`config.mk`:
```
export PLATFORM = sky130hd
export DESIGN_NAME = acrtc_mbus_capture
export DESIGN_NICKNAME = d
export VERILOG_FILES = /design/src/rtl/acrtc_mbus_capture.sv
export SDC_FILE = /design/constraint.sdc
export NUM_CORES = 1
export LEC_CHECK = 0
export ABC_CLOCK_PERIOD_IN_PS = 2100
export CORE_MARGIN = 5
export CORE_UTILIZATION = 50
export CTS_CLUSTER_DIAMETER = 80
export DETAILED_ROUTE_END_ITERATION = 6
export GPL_ROUTABILITY_DRIVEN = 0
export GPL_TIMING_DRIVEN = 0
export PLACE_DENSITY = 0.75
export SLEW_MARGIN = 10
export SYNTH_ARGS = -nofsm -noshare
export SYNTH_HDL_FRONTEND = slang
export SYNTH_SLANG_ARGS = --single-unit
export TNS_END_PERCENT = 30
```
`constraint.sdc`:
```
create_clock -name clk -period 2.1 [get_ports clk]
set_input_delay 0.315 -clock clk [delete_from_list [all_inputs] [get_ports clk]]
set_output_delay 0.315 -clock clk [all_outputs]
set_load 0.02 [all_outputs]
```
`src/rtl/acrtc_mbus_capture.sv`:
```
// rtl/acrtc_mbus_capture.sv - ACRTC memory-bus snoop that captures address/data beats into a FIFO
//
// Ports:
//   clk, rst        system clock, synchronous active-high reset
//   bus_data        ACRTC multiplexed address/data bus (asynchronous)
//   bus_as          address strobe (asynchronous)
//   bus_2clk        2CLK data-beat clock (asynchronous)
//   bus_mrd         memory read, low = idle/abort (asynchronous)
//   bus_draw        draw-cycle flag, latched with the address (asynchronous)
//   draw_only       1 = capture only phases flagged as draw cycles
//   fb_out_full     downstream FIFO full
//   fb_out_wen      one-cycle write strobe
//   fb_out_wd       {zero-extended address, data}, held between strobes
//   drop_clr        clears drop_cnt
//   drop_cnt        saturating count of beats lost to fb_out_full
//   addr_err        one-cycle pulse per beat rejected for out-of-range address
module acrtc_mbus_capture #(
  parameter int DATA_W      = 16,
  parameter int ADDR_W      = 14,
  parameter int SYNC_STAGES = 2,
  parameter int MAX_BURST   = 4
) (
  input  logic                  clk,
  input  logic                  rst,
  input  logic [DATA_W-1:0]     bus_data,
  input  logic                  bus_as,
  input  logic                  bus_2clk,
  input  logic                  bus_mrd,
  input  logic                  bus_draw,
  input  logic                  draw_only,
  input  logic                  fb_out_full,
  output logic                  fb_out_wen,
  output logic [2*DATA_W-1:0]   fb_out_wd,
  input  logic                  drop_clr,
  output logic [15:0]           drop_cnt,
  output logic                  addr_err
);

  typedef enum logic [2:0] {
    IDLE, AS_LOW, AS_HIGH, LATCH, CK_LOW, CK_HIGH, CAPTURE, NEXT
  } state_t;

  localparam int                SW        = DATA_W + 4;
  localparam logic [DATA_W-1:0] ADDR_MAX  = {{(DATA_W-ADDR_W){1'b0}}, {ADDR_W{1'b1}}};
  localparam logic [DATA_W-1:0] ADDR_TOP  = '1;
  localparam logic [4:0]        BURST_LIM = 5'(MAX_BURST);

  // All bus inputs share one synchroniser chain: {as, 2clk, mrd, draw, data}
  logic [SW-1:0] sync_q [SYNC_STAGES];

  always_ff @(posedge clk) begin
    if (rst) begin
      for (int i = 0; i < SYNC_STAGES; i++) sync_q[i] <= '0;
    end else begin
      sync_q[0] <= {bus_as, bus_2clk, bus_mrd, bus_draw, bus_data};
      for (int i = 1; i < SYNC_STAGES; i++) sync_q[i] <= sync_q[i-1];
    end
  end

  logic [SW-1:0]     s_vec;
  logic [DATA_W-1:0] s_data;
  logic              s_draw, s_mrd, s_2clk, s_as;

  assign s_vec  = sync_q[SYNC_STAGES-1];
  assign s_data = s_vec[DATA_W-1:0];
  assign s_draw = s_vec[DATA_W];
  assign s_mrd  = s_vec[DATA_W+1];
  assign s_2clk = s_vec[DATA_W+2];
  assign s_as   = s_vec[DATA_W+3];

  state_t            state;
  logic [DATA_W-1:0] addr_q;
  logic [4:0]        beat_q;
  logic              draw_ok_q;
  logic              addr_ok;
  logic              drop_ev;
  logic [4:0]        beat_next;

  // addr_q saturates instead of wrapping, so a single compare covers both
  // the latched upper bits and post-increment overflow.
  assign addr_ok   = (addr_q <= ADDR_MAX);
  assign drop_ev   = (state == CAPTURE) && addr_ok && draw_ok_q && fb_out_full;
  assign beat_next = beat_q + 5'd1;

  always_ff @(posedge clk) begin
    if (rst) begin
      state      <= IDLE;
      addr_q     <= '0;
      beat_q     <= '0;
      draw_ok_q  <= 1'b0;
      fb_out_wen <= 1'b0;
      fb_out_wd  <= '0;
      addr_err   <= 1'b0;
    end else begin
      fb_out_wen <= 1'b0;
      addr_err   <= 1'b0;
      if (!s_mrd && state != LATCH && state != CAPTURE) begin
        state  <= IDLE;
        beat_q <= '0;
      end else begin
        case (state)
          IDLE:    state <= AS_LOW;
          AS_LOW:  if (!s_as) state <= AS_HIGH;
          AS_HIGH: if (s_as)  state <= LATCH;
          LATCH: begin
            addr_q    <= s_data;
            draw_ok_q <= !draw_only || s_draw;
            beat_q    <= '0;
            state     <= CK_LOW;
          end
          CK_LOW:  if (!s_2clk) state <= CK_HIGH;
          CK_HIGH: if (s_2clk)  state <= CAPTURE;
          CAPTURE: begin
            // Address errors take priority; draw filtering is silent.
            if (!addr_ok) begin
              addr_err <= 1'b1;
            end else if (draw_ok_q && !fb_out_full) begin
              fb_out_wen <= 1'b1;
              fb_out_wd  <= {addr_q, s_data};
            end
            state <= NEXT;
          end
          NEXT: begin
            if (addr_q != ADDR_TOP) addr_q <= addr_q + DATA_W'(1);
            beat_q <= beat_next;
            if (!s_as)                      state <= AS_HIGH;
            else if (beat_next < BURST_LIM) state <= CK_LOW;
            else                            state <= AS_LOW;
          end
          default: state <= IDLE;
        endcase
      end
    end
  end

  // A clear coinciding with a drop leaves exactly that one drop counted.
  always_ff @(posedge clk) begin
    if (rst) begin
      drop_cnt <= '0;
    end else if (drop_clr) begin
      drop_cnt <= drop_ev ? 16'd1 : 16'd0;
    end else if (drop_ev && drop_cnt != 16'hFFFF) begin
      drop_cnt <= drop_cnt + 16'd1;
    end
  end

endmodule

```
==> results of run 1 <==
[stage by stage]
step	setup WS (ns)	cells	hold WS (ns)	total power, uW
global placement	-0.0724	717	0.420	2410
global route	0.0211	749	0.346	5570
floorplan	0.324	532	0.414	2340
finish	0.0982	749	0.353	5430
CTS	0.0367	749	0.339	5450
detailed placement	-0.127	717	0.422	2410
[state kept, by name, summed over array words and instances, names as in the netlist]
| signal | cells |
|---|---|
| draw_ok_q | 1 |
| fb_out_wd | 32 |
| addr_q | 16 |
| state | 3 |
| addr_err | 1 |
| sync_q | 40 |
| drop_cnt | 16 |
| fb_out_wen | 1 |
| beat_q | 5 |
[worst register-to-register path: stages (launching register included)]
cell and delay (ns):
dfxtp_1 0.34, buf_2 0.20, and2_1 0.16, buf_2 0.23
nand2_1 0.25, a21oi_1 0.43, nand4_1 0.17, a21oi_1 0.16
[power by group]
| part | internal [uW] | switching [uW] |
|---|---|---|
| clock network | 1960 | 1100 |
| registers | 2220 | 16.4 |
| logic | 69.8 | 61.7 |
[metal layers]
metal  wire, microns  share of wire  up-vias  global-route usage
met5               0              0        -                   0
met4             272          0.023        0              0.0858
met3             739          0.061       27              0.0494
met2            5830           0.48      170               0.348
met1            5230           0.43     1945               0.271
li1                -              -     2047                   -
[cell usage in the layout (no fill, tap or decap), drive strengths merged, types with 16 or more instances in the layout]
cell type / instances
clkbuf: 32
a21oi: 53
nor2: 38
buf: 16
dfxtp: 115
nand3: 19
nor2b: 43
nand2: 90
clkdlybuf4s50: 74
nor3: 18
[worst paths after layout]
kind                                                 end                      from  depth (start not counted)
worst max-delay path             addr_q[15]$_SDFFE_PP0P_     state[1]$_SDFFE_PP0P_                          7
worst min-delay path            sync_q[0][14]$_SDFF_PP0_              bus_data[14]                          2
worst max register to register   addr_q[15]$_SDFFE_PP0P_     state[1]$_SDFFE_PP0P_                          7
worst min register to register  sync_q[0][32]$_SDFF_PP0_  sync_q[0][12]$_SDFF_PP0_                          1
[layout make-up]
| type | instances | area (sq um) | share of cell area |
|---|---|---|---|
| multi-input cells | 381 | 2250 | 0.362 |
| flip-flops and latches | 115 | 2300 | 0.370 |
| well taps | 111 | 139 | 0.0223 |
| inverters | 5 | 18.8 | 0.00301 |
| clock buffers | 17 | 414 | 0.0665 |
| repair buffers | 74 | 741 | 0.119 |
| clock inverters | 15 | 218 | 0.0350 |
| plain buffers | 31 | 136 | 0.0219 |
[timing repair]
action                                  4_1_cts  5_1_grt
endpoints found under the setup margin        0        4
hold endpoints to repair                      0        0
resized for setup                             0        5
[kinds of logic after synthesis]
group / after synthesis / synth area share
adders and majority gates: 3 / 0.00800
DFF: 115 / 0.490
and+or+nand+nor: 260 / 0.296
buffers and inverters: 36 / 0.0330
muxes: 4 / 0.00853
AOI/OAI and AO/OA: 104 / 0.145
xor gates and xnor gates: 10 / 0.0187
==> metrics.txt, run 1 <==
Max FO, Critical Path=10; number of global-route vias before repair=4,020; largest net degree at the start of global routing=17; initial DRC count=350; cell with the most instances after synthesis=dfxtp_1; Max Freq=500 MHz; utilization after layout=0.677; worst-margin pin slew=0.573 ns; core area=0.00920 sq mm; syn_nets=560; max cap viols=0; clock root buffer=clkbuf_8; Setup Crit Path Kind=reg2reg; CTS HTree Levels=4; RSZ-0062 raised after global routing=false; Tcrit/Tclk final=0.953; CP delay by family, top=compound AO/OA/AOI/OAI gates; Synth Warn #=0; cell area after layout=0.00623 sq mm; Clk pin slew, worst setup/hold paths=0.06 ns; Antenna Cells=0; IO Pins=75; largest area contributor in the netlist=dfxtp_1; Leak Pwr=0.00215 uW; Via Count=4,189; Final HPWL DP=8.42 mm; worst-skew pair later-pin latency=0.51 ns; Layout area overhead=32.6%; GRT Overall Usage=0.212; hold bufs inserted after CTS=0; leading post-synthesis cells by cell area=dfxtp_1 (49%), nand2_1 (7.1%), nor2b_1 (5.7%); Most used DFF post-synth=dfxtp_1; antenna violations before repair=0; layout cells sized above 1=0.114; Clock Skew=0.00697 ns; Buffers on Ports=74; FF-to-FF setup slack=0.1 ns; initial core utilization=0.510; flops & latches, synth=115; # rows=35; Fin. Hold Viols=0; filler cell count=732; Power Dens Cells=872 mW/mm^2; Placed Area=0.00557 sq mm; vias per std cell=5.59; CTS tree=built; Worst Path Arrival=2.44 ns; CP Cell Sequence=buf_2, and2_1, buf_2, nand2_1, a21oi_1, nand4_1, a21oi_1; Cell variety after synth=62; top-area cell type share of the netlist area=0.490; CTS Buf Count=17; Max rail drop VDD=0.000627 V; Setup crit end kind=register; total clock sinks=115; Synth Instances=532; chip width=107 microns; DIE AREA=0.0114 sq mm; buffer and inverter count on the worst path=2; Critical Path Start Type=register; crit path max-delay cell type=a21oi_1; ys async rst share=0; first-pass GRT wire length=19.3 mm; Post-synth top cells=dfxtp_1 (115), nand2_1 (89), a21oi_1 (53), nor2b_1 (43), nor2_1 (38); fin. max-slew vios=0; # Post-CTS Setup Buffers=0; Pre-antenna DRT Iters=5; sequential area share after synthesis=0.490; Setup Viol. Count Final=0; run status=completed; Min-Delay Path Class=in2reg; Mapped Area=0.00469 sq mm; remaining antenna violation count after routing=0; Max clock buf depth=2; Die Height=107 microns; Post-route DRC=0; Max stage delay on crit path=0.43 ns; Avg WL per Cell=16.1 microns; Relative slew margins=0.618; Post-Syn Area per Cell=8.82 sq um; Setup Total Neg Slack=0 ns; Required @ worst endpoint=2.54 ns; Nets=653; number of synthesized flops with an enable pin=0; WL final=12.1 mm; Tmin final=2.00 ns; grt ovf=0
Power figures use the tool's default switching activity.
==> run 2: changes to the inputs <==
ABC_CLOCK_PERIOD_IN_PS = default   (was 2100)
==> results of run 2 <==
Final layout, timing and power as in run 1 (identical DEF).
